[config.mk]
export PLATFORM = sky130hd
export DESIGN_NAME = alarm_ctrl
export DESIGN_NICKNAME = d
export VERILOG_FILES = /design/src/rtl/alarm_ctrl.sv
export SDC_FILE = /design/constraint.sdc
export NUM_CORES = 1
export LEC_CHECK = 0
export BUFFER_PORTS_ARGS = -buffer_cell sky130_fd_sc_hd__buf_2
export CAP_MARGIN = 5
export CORE_MARGIN = 2
export CORE_UTILIZATION = 60
export CTS_CLUSTER_SIZE = 16
export DETAILED_ROUTE_END_ITERATION = 8
export PLACE_DENSITY = 0.81
export SLEW_MARGIN = 20
export SYNTH_ARGS = -nofsm -noshare
export SYNTH_HDL_FRONTEND = slang
export SYNTH_SLANG_ARGS = --single-unit
[constraint.sdc]
create_clock -name clk -period 4.2 [get_ports clk]
set_input_delay 0 -clock clk [delete_from_list [all_inputs] [get_ports clk]]
set_output_delay 0 -clock clk [all_outputs]
set_load 0.005 [all_outputs]
[src/rtl/alarm_ctrl.sv]
// Alarm scheduler: holds the alarm as a seconds-of-day count, sequences hour/minute editing
// from key pulses, and drives ring (and, with ALARM_SNOOZE_EN defined, snooze) timing.
module alarm_ctrl #(
    parameter int unsigned DAY_SEC    = 86400,
    parameter int unsigned DEF_ALM    = 25200,
    parameter int unsigned RING_SEC   = 60,
    parameter int unsigned SNOOZE_SEC = 300
) (
    input  logic        clk,
    input  logic        rst_n,
    input  logic        tick_1hz,
    input  logic [19:0] cur_cnt,
    input  logic        key_mode,
    input  logic        key_ok,
    input  logic        key_up,
    output logic [19:0] alm_cnt_o,
    output logic [19:0] disp_cnt_o,
    output logic        alm_en_o,
    output logic        ring_o,
    output logic [2:0]  state_o
);

    localparam int unsigned TMR_MAX = (RING_SEC > SNOOZE_SEC) ? RING_SEC : SNOOZE_SEC;
    localparam int unsigned TW      = (TMR_MAX > 1) ? $clog2(TMR_MAX) : 1;

    localparam logic [19:0] DAY_C     = 20'(DAY_SEC);
    localparam logic [19:0] HOUR_C    = 20'd3600;
    localparam logic [19:0] MIN_C     = 20'd60;
    localparam logic [TW-1:0] RING_LAST = TW'(RING_SEC - 1);
`ifdef ALARM_SNOOZE_EN
    localparam logic [TW-1:0] SNZ_LAST  = TW'(SNOOZE_SEC - 1);
`endif

    typedef enum logic [2:0] {
        S_IDLE    = 3'd0,
        S_SET_HR  = 3'd1,
        S_SET_MIN = 3'd2,
        S_RING    = 3'd3
`ifdef ALARM_SNOOZE_EN
        ,
        S_SNOOZE  = 3'd4
`endif
    } state_t;

    state_t        state_q, state_d;
    logic [19:0]   alm_q, alm_d;
    logic [19:0]   edit_q, edit_d;
    logic [19:0]   disp_q, disp_d;
    logic [19:0]   cur_q;
    logic [TW-1:0] timer_q, timer_d;
    logic          en_q, en_d;
    logic          ring_q, ring_d;

    logic [19:0] hr_sum;
    logic [19:0] min_sum;
    logic        match;

    // A minute step wraps exactly when the sum lands on a whole hour; the seconds
    // field is always zero, so comparing against every hour boundary replaces a modulo.
    function automatic logic on_hour(input logic [19:0] v);
        logic hit;
        // NOTE: blocking '=' is correct inside functions and always_comb; registers use '<='.
        hit = 1'b0;
        for (int k = 1; k * 3600 <= int'(DAY_SEC); k++) begin
            if (v == 20'(k * 3600)) hit = 1'b1;
        end
        return hit;
    endfunction

    always_ff @(posedge clk or negedge rst_n) begin
        if (!rst_n) begin
            state_q <= S_IDLE;
            alm_q   <= 20'(DEF_ALM);
            edit_q  <= 20'(DEF_ALM);
            disp_q  <= 20'(DEF_ALM);
            cur_q   <= '0;
            timer_q <= '0;
            en_q    <= 1'b0;
            ring_q  <= 1'b0;
        end else begin
            state_q <= state_d;
            alm_q   <= alm_d;
            edit_q  <= edit_d;
            disp_q  <= disp_d;
            cur_q   <= cur_cnt;
            timer_q <= timer_d;
            en_q    <= en_d;
            ring_q  <= ring_d;
        end
    end

    always_comb begin
        // NOTE: every always_comb output is defaulted first so no path leaves it unassigned (no latch).
        state_d = state_q;
        alm_d   = alm_q;
        edit_d  = edit_q;
        en_d    = en_q;
        timer_d = timer_q;
        hr_sum  = edit_q + HOUR_C;
        min_sum = edit_q + MIN_C;
        match   = en_q && (cur_cnt == alm_q) && (cur_cnt != cur_q);

        case (state_q)
            S_IDLE: begin
                if (match) begin
                    state_d = S_RING;
                    timer_d = '0;
                end else if (key_mode) begin
                    edit_d  = alm_q;
                    state_d = S_SET_HR;
                end else if (key_ok) begin
                    en_d = ~en_q;
                end
            end
            S_SET_HR: begin
                if (key_mode) begin
                    state_d = S_SET_MIN;
                end else if (key_ok) begin
                    alm_d   = edit_q;
                    en_d    = 1'b1;
                    state_d = S_IDLE;
                end else if (key_up) begin
                    edit_d = (hr_sum >= DAY_C) ? hr_sum - DAY_C : hr_sum;
                end
            end
            S_SET_MIN: begin
                if (key_mode) begin
                    state_d = S_IDLE;
                end else if (key_ok) begin
                    alm_d   = edit_q;
                    en_d    = 1'b1;
                    state_d = S_IDLE;
                end else if (key_up) begin
                    edit_d = on_hour(min_sum) ? min_sum - HOUR_C : min_sum;
                end
            end
            S_RING: begin
`ifdef ALARM_SNOOZE_EN
                if (key_mode) begin
                    state_d = S_SNOOZE;
                    timer_d = '0;
                end else
`endif
                if (key_ok) begin
                    state_d = S_IDLE;
                end else if (tick_1hz) begin
                    if (timer_q == RING_LAST) state_d = S_IDLE;
                    else                      timer_d = timer_q + 1'b1;
                end
            end
`ifdef ALARM_SNOOZE_EN
            S_SNOOZE: begin
                if (key_ok) begin
                    state_d = S_IDLE;
                end else if (tick_1hz) begin
                    if (timer_q == SNZ_LAST) begin
                        state_d = S_RING;
                        timer_d = '0;
                    end else begin
                        timer_d = timer_q + 1'b1;
                    end
                end
            end
`endif
            default: state_d = S_IDLE;
        endcase

        ring_d = (state_d == S_RING);
        disp_d = (state_d == S_SET_HR || state_d == S_SET_MIN) ? edit_d : alm_d;
    end

    assign alm_cnt_o  = alm_q;
    assign disp_cnt_o = disp_q;
    assign alm_en_o   = en_q;
    assign ring_o     = ring_q;
    assign state_o    = state_q;

endmodule

# After elaboration in Yosys (flattened, before gate mapping)
# Cells that the tools add are included.
totals:
  out_inout_bits: 45
  register_bits: 94
op_classes:
  n_eq_ne: 42
  bitwise_logic: 1
  n_reduce_logical: 9
  n_mux: 63
  magnitude_cmp: 1
  add_sub_neg: 5
op_table:
  columns: ["operator", "n"]
  rows:
  - ["2-to-1 mux 20 bit", 14]
  - ["== test 20 x 16 -> 1 bit, second input constant", 9]
  - ["== test 20 x 17 -> 1 bit, second input constant", 6]
  - ["== test 20 x 15 -> 1 bit, second input constant", 5]
  - ["case mux 20 bit (3 select lines)", 1]
  - ["== test 20 x 14 -> 1 bit, second input constant", 2]
  - ["2-to-1 mux 9 bit", 4]
  - ["2-to-1 mux 1 bit", 33]
  - ["2-to-1 mux 3 bit", 8]
  - ["adder 20 x 12 -> 20 bit, second input constant", 1]
  - ["adder 20 x 6 -> 20 bit, second input constant", 1]
  - ["== test 20 x 12 -> 1 bit, second input constant", 1]
  - ["== test 20 x 13 -> 1 bit, second input constant", 1]
  - ["== test 20 bit", 1]
  - [">= comparator 20 x 17 -> 1 bit, second input constant", 1]
  - ["!= test 20 bit", 1]
  - ["subtractor 20 x 12 -> 20 bit, second input constant", 1]
  - ["subtractor 20 x 17 -> 20 bit, second input constant", 1]
  - ["case mux 9 bit (2 select lines)", 1]
  - ["!= test 2 bit, second input constant", 8]
  - ["== test 3 x 2 -> 1 bit, second input constant", 4]
  - ["case mux 3 bit (4 select lines)", 1]
  - ["adder 9 x 1 -> 9 bit, second input constant", 1]
  - ["== test 9 x 6 -> 1 bit, second input constant", 1]
  - ["11 further kinds", 14]

# Depth between registers and ports, before layout
# Gate-level depths: netlist of run 1.
logic_depth:
  depth_word: 36
  mapped_depth: 18

# Worst setup path before layout of run 1
# Ideal clock, no wire load.
synth_path:
  kind: "register to register"
  startpoint: "reg edit_q[5]"
  endpoint: "reg disp_q[11], in the netlist disp_cnt_o[11]"
  path_slack_ns: 0.491
  stages_incl_launch_ff: 16
  arrival_time_ns: 3.590
  path_buffers: 3
  required_ns: 4.081
  cell_sequence: "dfstp_2 -> clkbuf_2 -> inv_1 -> ha_1 -> buf_2 -> a211oi_4 -> mux2_2 -> a211oi_1 -> a32oi_1 -> o221ai_1 -> nor4_2 -> a21oi_2 -> buf_6 -> a211oi_1 -> or4_1 -> o21a_1"
synth_between:
  elab_chain_cells: 36
  elab_cells_between_ends: 67
  classes_between: "add/sub (4); order compare (1); eq/ne (24); mux (38)"
synth_rtl:
  columns: ["item", "line", "source"]
  rows:
  - ["from (decl)", "47", "logic [19:0] edit_q, edit_d;"]
  - ["from (signal assigned)", "74", "edit_q <= 20'(DEF_ALM);"]
  - ["from (signal assigned)", "83", "edit_q <= edit_d;"]
  - ["adder 20 x 6 -> 20 bit", "100", "min_sum = edit_q + MIN_C;"]
  - ["== test 20 x 12 -> 1 bit", "65", "if (v == 20'(k * 3600)) hit = 1'b1;"]
  - ["2-to-1 mux 1 bit (24 in a row)", "65", null]
  - ["2-to-1 mux 1 bit", "133", "end else if (key_up) begin"]
  - ["2-to-1 mux 1 bit", "129", "end else if (key_ok) begin"]
  - ["2-to-1 mux 1 bit", "127", "if (key_mode) begin"]
  - ["2-to-1 mux 1 bit", "103", "case (state_q)"]
  - ["2-to-1 mux 20 bit", "134", "edit_d = on_hour(min_sum) ? min_sum - HOUR_C : min_sum;"]
  - ["2-to-1 mux 20 bit", "133", null]
  - ["2-to-1 mux 20 bit", "129", null]
  - ["2-to-1 mux 20 bit", "127", null]
  - ["case mux 20 bit (3 select lines) (*)", "103", null]
  - ["2-to-1 mux 20 bit (*)", "169", "disp_d = (state_d == S_SET_HR || state_d == S_SET_MIN) ? edit_d : alm_d;"]
  - ["via disp_d[11]", "48", "logic [19:0] disp_q, disp_d;"]
  - ["to (signal assigned)", "75", "disp_q <= 20'(DEF_ALM);"]
  - ["to (signal assigned)", "84", "disp_q <= disp_d;"]
  - ["to (decl)", "48", null]
# The timed path passes the listed nets; every way through them passes the cells marked *. The select of a mux whose other input is x is not followed.
# A chain may end at the register's enable or synchronous reset.

# Final worst setup path of run 1
layout_path:
  startpoint: "reg edit_q[4]"
  endpoint: "reg disp_q[11], in the netlist disp_cnt_o[11]"
# Same word-level chain as after synthesis.

==> results.toml, run 1 <==
[power_and_ir_drop]
total_leakage_power_uw = 0.00345
pwr_density_cell_mw_per_mm2 = 438
vdd.ir_drop.worst_mv = 0.287

[routing]
drt_first_pass_iters = 7
drcViolationCount = 0
routed_wl_um = 23500
drt.antenna.violating_nets = 0
via_count = 6881
post_drt_via_cell_ratio = 6.76
initialDrtViolationCount = 805
wl_per_cell_um = 23.1

[logic_synthesis]
synth_edf_count = 0
synth.lib_cells_used.distinct = 86
synth-seq-cells = 94
post_synth_instance_area_mm2 = 0.00680
yosysTopAreaCellShare_pct = 28.0
synth_flop_cell = "sky130_fd_sc_hd__dfrtp_1"
async_reset_ff_share_pct = 100
synth.largest_area_cell = "sky130_fd_sc_hd__dfrtp_1"
yosys-top-cells-count = "sky130_fd_sc_hd__nand2_1, sky130_fd_sc_hd__dfrtp_1, sky130_fd_sc_hd__nor2_1"
post_synth_inst_count = 770
synthMostInstantiatedCell = "sky130_fd_sc_hd__nand2_1"
synth_area_per_cell_um2 = 8.83
yosys-top-cells-area = "sky130_fd_sc_hd__dfrtp_1, sky130_fd_sc_hd__dfstp_2, sky130_fd_sc_hd__xnor2_1"
synth_warn = 0
synth-seq-area-share_pct = 34.9
synthesized_net_count = 808

[global_route]
global_route.usage.total_pct = 38.4
antenna_violations_before_repair = 1
grt_max_degree = 54
first_global_vias = 6779
grt_overflow = 0
global_route_wire_length_before_repair_um = 37100

[setup_path]
path_common_cell = "sky130_fd_sc_hd__or4_1"
crit_path_end = "disp_cnt_o[11]$_DFF_PN0_"
critPathMaxFanout = 11
cpPeakStageDelay_ns = 0.73
critPathSlowestCell = "sky130_fd_sc_hd__or4_1"
crit_chain = "buf_4, or4_1, nor3_1, o21ai_1, a22oi_1, nand4_1, a221oi_2, nor4_2, a21oi_2, a211oi_1, or4_1, o21a_1"
r2r.worst_path.cells = 12
beginning_of_the_critical_path = "edit_q[4]$_DFF_PN1_"
timing.critical_path.from_type = "flip-flop"
setup.reg_to_reg.worst_slack_ns = 0.06
rr_startpoint = "edit_q[4]$_DFF_PN1_"
arrival_worst_endpoint_ns = 4.40
setup.worst_path.end_class = "flip-flop"
cp_data_required_time_ns = 4.46
criticalPathCategory = "flip-flop to flip-flop"
worst_reg2reg_endpoint = "disp_cnt_o[11]$_DFF_PN0_"

[die]
floorplan.die_area_mm2 = 0.0122
placeableCoreArea_mm2 = 0.0109
design.portCount = 71
die_height_um = 110
die_w_um = 110
effective_utilization_at_floorplan_pct = 62.2
std_cell_rows = 38

[sta]
final.period_utilization_pct = 98.6
tightest_slew_ns = 0.923
finalWorstSetupSlack_ns = 0.0586
max-slew-margin-rel_pct = 38.2
period_needed_ns = 4.14
timing.final.setup_violations = 0
maximum_clock_frequency_mhz = 241
timing.final.max_slew_violations = 0
timing.final.hold_violations = 0
skew_ns = 0.0136

[cts]
worstSkewPairLatency_ns = 0.37
clock_tree_from_tritoncts = "yes"
maximum_level_of_the_cts_h_tree = 3
clock_transition_at_the_registers_of_the_reported_paths_ns = 0.07
cts_root_buf = "sky130_fd_sc_hd__clkbuf_16"
clkSinkCount = 94
clockBufferDepth = 2
numCtsBuffers = 9

[hold_path]
worst_hold_path_type = "input pin to flip-flop"

[placed_design]
dp_worst_setup_slack_ns = 0.166
hpwlAfterDp_um = 16700
place.port_buffers = 70
place.gp.congestion = 1.04
placedInstanceArea_mm2 = 0.00744

[finish]
layout.nets = 910
relative_area_change_from_synthesis_to_final_layout_pct = 17.8
number_of_inserted_filler_cells_in_the_final_layout = 773
layout.cell_area.non_filler_mm2 = 0.00801
layout-drive-gt1-share_pct = 22.6

[run_status]
run_status = "finished, final reports clean"

[job]
maxCapViolations = 0
-- area by class of cell --
| type | count | area, um2 | area share [%] |
|---|---|---|---|
| Multi-Input combinational cell | 613 | 4170 | 52.0 |
| Sequential cell | 94 | 2370 | 29.7 |
| Timing Repair Buffer | 135 | 896 | 11.2 |
| Clock buffer | 10 | 229 | 2.86 |
| Tap cell | 140 | 175 | 2.19 |
| Clock inverter | 6 | 93.8 | 1.17 |
| Inverter | 19 | 71.3 | 0.890 |
| Antenna cell | 1 | 2.50 | 0.0312 |
-- report_power, final --
| part | switching [uW] | leakage [uW] | internal (uW) |
|---|---|---|---|
| clock | 387 | 0.000159 | 528 |
| sequential | 167 | 0.00117 | 1050 |
| combinational | 835 | 0.00213 | 543 |
-- what timing repair did --
item,in CTS,in global routing
hold buffers,22,0
hold endpoints to repair,62,0
resized for setup,0,3
endpoints found under the setup margin,0,15
buffers inserted,0,1
-- through the flow --
step                      total power (uW)  TNS [ns]  cells  util [%]  hold WS, ns
after floorplan                       2000         0    770         -       -0.296
after global placement                2470         0    978      68.1      -0.0106
after detailed placement              2500         0    978      68.1      0.00536
after CTS                             3420         0   1016      73.0       0.0446
after global routing                  3640  -0.00285   1017      73.2       0.0739
final                                 3510         0   1018      73.2       0.0489
-- logic make-up after synthesis --
kind of cell	Yosys count	synth area share, %
AO/OA/AOI/OAI	185	19.9
XOR/XNOR	92	12.2
adder cells (fa/ha/maj)	12	2.21
buffers and inverters	63	4.05
flip-flops	94	34.9
multiplexers	28	4.55
other	1	0.0552
AND/OR/NAND/NOR	295	22.2
-- sequential cells by signal, summed over array words and instances (netlist names) --
name,flops
alm_cnt_o,20
cur_q,20
disp_cnt_o,20
edit_q,20
timer_q,9
state_o,3
alm_en_o,1
ring_o,1
-- worst min-delay path by stage --
stage                   from                      to  slack, ns  depth (start not counted)
global placement       rst_n      cur_q[5]$_DFF_PN0_      -0.01                          1
finish              key_mode    alm_en_o$_DFFE_PN0P_       0.05                          4
floorplan              rst_n  alm_cnt_o[0]$_DFF_PN0_      -0.30                          0
CTS                 key_mode    alm_en_o$_DFFE_PN0P_       0.04                          4
global route        key_mode    state_o[1]$_DFF_PN0_       0.07                          3
detailed placement     rst_n      cur_q[5]$_DFF_PN0_      0.005                          1
-- placed cells by master (no fill, tap or decap), drive strengths merged, types with 4 or more instances in the layout --
master	n
a211oi	10
a21o	7
a21oi	27
a221oi	8
a222oi	7
a22oi	9
a31oi	11
and2	14
and3	12
buf	113
clkbuf	10
dfrtp	76
dfstp	18
dlygate4sd3	22
ha	12
inv	20
mux2	23
mux2i	5
nand2	80
nand2b	4
nand3	34
nand4	17
nor2	68
nor2b	9
nor3	18
nor3b	4
nor4	9
nor4b	5
o211ai	6
o21a	6
o21ai	40
o22ai	10
o31ai	10
or3	6
xnor2	54
xor2	38
-- per-layer routing --
metal | track usage (%) | up-vias | share of wire, %
li1 | - | 3003 | -
met1 | 49.2 | 3238 | 39
met2 | 61.8 | 512 | 46
met3 | 8.73 | 128 | 10
met4 | 17.9 | 0 | 5.0
met5 | 0 | - | 0
-- worst max-delay path, delay by kind of cell (launching register included) --
family / cells / cell delay, ns
DFF: 1 / 0.37
buffers and inverters: 1 / 0.17
and+or+nand+nor: 5 / 2.13
AOI/OAI and AO/OA: 6 / 1.38
Note: power is estimated with default switching activity, not from simulation.
==> run 2, diff against run 1 <==
ABC_AREA = 1   (was not set)
CORE_UTILIZATION = 61   (was 60)
PLACE_DENSITY = 0.82   (was 0.81)
==> run 2 against run 1 <==
  * Non-clock buffer count is 35 lower
  * Design area is 5.1% higher
  * Clock power is 14% lower
  * Critical path depth is 12 higher
  * Largest power group unchanged
  * Synthesized cell count is 48% higher
  * Core utilization is 2.8 points lower
  * First-iteration DRC count is 24% higher
  * Fmax is 13% higher
  * Worst setup slack better by 0.47 ns
  * Critical endpoint unchanged
  * Via count is 20% higher
  * Critical path type unchanged
==> results.toml, run 2 <==
[setup_path]
rr_startpoint = "edit_q[4]$_DFF_PN1_"
crit_chain = "inv_1, ha_1, nand2_1, nand2_1, nand2_1, nand2_1, inv_1, nand2_1, nor2_1, nand3_1, nand2_1, nand2_1, nand2_1, nor2_1, nor2_4, nand2_4, nor2_2, nand3_1, nand3_1, o21ai_1, nand2_1, nand2_1, nand3_1, nand2_1"
criticalPathCategory = "flip-flop to flip-flop"
critPathSlowestCell = "sky130_fd_sc_hd__dfstp_2"
cp_num_buf_inv = 2
cpPeakStageDelay_ns = 0.64
worst_reg2reg_endpoint = "disp_cnt_o[11]$_DFF_PN0_"
critical-path-top-delay-family = "simple AND/OR/NAND/NOR gates"
path_common_cell = "sky130_fd_sc_hd__nand2_1"
timing.critical_path.from_type = "flip-flop"
cp_data_required_time_ns = 4.44
setup.worst_path.end_class = "flip-flop"
worst-path-stages = 24
arrival_worst_endpoint_ns = 3.92
r2r.worst_path.cells = 24
setup.reg_to_reg.worst_slack_ns = 0.53
critPathMaxFanout = 10

[cts]
worstSkewPairLatency_ns = 0.36
numCtsBuffers = 9
maximum_level_of_the_cts_h_tree = 3
cts_root_buf = "sky130_fd_sc_hd__clkbuf_16"
clock_transition_at_the_registers_of_the_reported_paths_ns = 0.07
clockBufferDepth = 2
postCtsSetupBuffers = 0
clkSinkCount = 94
clock_tree_from_tritoncts = "yes"

[finish]
final_cell_mix = "sky130_fd_sc_hd__nand2_1, sky130_fd_sc_hd__inv_1, sky130_fd_sc_hd__nor2_1"
number_of_inserted_filler_cells_in_the_final_layout = 993
antenna_cells = 0
layout.nets = 1264
layout.cells.most_common = "sky130_fd_sc_hd__nand2_1"
relative_area_change_from_synthesis_to_final_layout_pct = 13.1
layout.cell_area.non_filler_mm2 = 0.00842
layout-drive-gt1-share_pct = 13.7

[routing]
drt.antenna.violating_nets = 0
post_drt_via_cell_ratio = 5.99
wl_per_cell_um = 18.1
via_count = 8252
initialDrtViolationCount = 996
drt_first_pass_iters = 6
drcViolationCount = 0
routed_wl_um = 24900

[logic_synthesis]
synth.largest_area_cell = "sky130_fd_sc_hd__dfrtp_1"
post_synth_inst_count = 1140
synth_warn = 0
yosys-top-cells-area = "sky130_fd_sc_hd__dfrtp_1, sky130_fd_sc_hd__nand2_1, sky130_fd_sc_hd__nand3_1"
yosys-top-cells-count = "sky130_fd_sc_hd__nand2_1, sky130_fd_sc_hd__inv_1, sky130_fd_sc_hd__nor2_1"
async_reset_ff_share_pct = 100
synth_area_per_cell_um2 = 6.53
synth_edf_count = 0
synthesized_net_count = 1178
synth-seq-cells = 94
post_synth_instance_area_mm2 = 0.00745
synth-seq-area-share_pct = 31.9
synth.lib_cells_used.distinct = 54
synth_flop_cell = "sky130_fd_sc_hd__dfrtp_1"
synthMostInstantiatedCell = "sky130_fd_sc_hd__nand2_1"
yosysTopAreaCellShare_pct = 25.5

[die]
placeableCoreArea_mm2 = 0.0120
die_w_um = 115
floorplan.die_area_mm2 = 0.0131
design.portCount = 71
effective_utilization_at_floorplan_pct = 62.3
std_cell_rows = 40
die_height_um = 115

[power_and_ir_drop]
sw_share_pct = 44.9
sequential_fraction_of_design_power_pct = 35.6
total_leakage_power_uw = 0.00423
internal_power_uw = 2000
pwr_density_cell_mw_per_mm2 = 430
power.share.combinational_pct = 42.7
p_switching_uw = 1630
vdd.ir_drop.worst_mv = 0.406
clock_power_share_pct = 21.6

[sta]
maximum_clock_frequency_mhz = 272
period_needed_ns = 3.67
timing.setup.tns_ns = 0
timing.final.setup_violations = 0
grt_setup_unrepaired = "false"
timing.final.max_slew_violations = 0
timing.final.hold_violations = 0
skew_ns = 0.0147
tightest_slew_ns = 0.958
final.period_utilization_pct = 87.5
finalWorstSetupSlack_ns = 0.527
max-slew-margin-rel_pct = 35.9

[global_route]
grt_overflow = 0
grt_max_degree = 50
first_global_vias = 7747
antenna_violations_before_repair = 0
global_route.usage.total_pct = 39.5
global_route_wire_length_before_repair_um = 40000

[hold_path]
timing.hold.worst.start = "key_mode"
worst_hold_path_type = "input pin to flip-flop"
hold_depth = 4
min_delay_worst_endpoint = "edit_q[12]$_DFF_PN0_"

[placed_design]
place.gp.congestion = 1.02
dp_worst_setup_slack_ns = 0.599
placedInstanceArea_mm2 = 0.00793
hpwlAfterDp_um = 18500
place.port_buffers = 70

[run_status]
run_status = "finished, final reports clean"

[job]
maxCapViolations = 0
==> run 2: changes by cell type after synthesis, moves of 15 or more <==
cell,delta
sky130_fd_sc_hd__nand2_1,+245
sky130_fd_sc_hd__inv_1,+119
sky130_fd_sc_hd__nand3_1,+78
sky130_fd_sc_hd__nor2_1,+57
sky130_fd_sc_hd__xnor2_1,-34
sky130_fd_sc_hd__mux2_2,-22
sky130_fd_sc_hd__o21ai_0,+18
sky130_fd_sc_hd__nand2_2,+15
==> run 2: logic make-up after synthesis <==
group / synth area share (%)
compound gates: 12.5
xor+xnor: 5.06
fa+ha+maj: 2.02
buf+inv: 9.15
flops: 31.9
other cells: 0.0503
simple gates: 39.3
==> run 2: final cells by class <==
| class | count | area (um2) | share of cell area, % |
|---|---|---|---|
| repair buffers | 100 | 631 | 7.49 |
| inverters | 149 | 559 | 6.64 |
| multi-input cells | 872 | 4400 | 52.2 |
| well taps | 147 | 184 | 2.18 |
| flip-flops and latches | 94 | 2370 | 28.2 |
| clock inverters | 3 | 22.5 | 0.267 |
| clock buffers | 13 | 250 | 2.97 |
==> run 2: timing repair <==
item	4_1_cts	5_1_grt
resized for setup	0	1
hold endpoints to repair	56	0
endpoints found under the setup margin	0	1
hold buffers	21	0
==> run 2: worst max path at each step <==
stage / start / endpoint / slack [ns]
2_1_floorplan: edit_q[4]$_DFF_PN1_ / disp_cnt_o[16]$_DFF_PN0_ / 1.29
3_3_place_gp: edit_q[3]$_DFF_PN0_ / disp_cnt_o[11]$_DFF_PN0_ / 0.62
3_5_place_dp: edit_q[3]$_DFF_PN0_ / disp_cnt_o[11]$_DFF_PN0_ / 0.60
4_1_cts: edit_q[3]$_DFF_PN0_ / disp_cnt_o[11]$_DFF_PN0_ / 0.56
5_1_grt: edit_q[5]$_DFF_PN1_ / disp_cnt_o[11]$_DFF_PN0_ / 0.08
6_report: edit_q[4]$_DFF_PN1_ / disp_cnt_o[11]$_DFF_PN0_ / 0.53
==> run 2: power by group through the flow <==
stage | clock network [uW] | logic (uW) | registers, uW
floorplan | 0 | 1050 | 1210
global placement | 0 | 1450 | 1290
detailed placement | 0 | 1470 | 1290
CTS | 777 | 1500 | 1280
global route | 813 | 1710 | 1300
finish | 783 | 1550 | 1290
==> run 2: through the flow <==
step	util [%]	std cells	total power, uW	hold WS [ns]
6_report	70.4	1378	3620	0.0947
4_1_cts	70.3	1378	3550	0.0728
5_1_grt	70.4	1378	3830	0.130
3_5_place_dp	66.3	1341	2760	0.0298
2_1_floorplan	-	1140	2260	-0.296
3_3_place_gp	66.3	1341	2740	0.0216
==> run 2: per-layer routing <==
layer | vias to the layer above | global-route usage [%] | part of all wire (%)
li1 | 3877 | - | -
met1 | 3788 | 50.3 | 40
met2 | 496 | 63.6 | 46
met3 | 91 | 7.52 | 9.1
met4 | 0 | 21.1 | 5.1
met5 | - | 0 | 0
==> run 2: worst reg2reg max path: cells and delay by family, from the launching register on <==
kind	cells	cell delay, ns
simple gates	20	2.27
compound gates	1	0.08
buf+inv	2	0.35
flops	1	0.64
fa+ha+maj	1	0.22
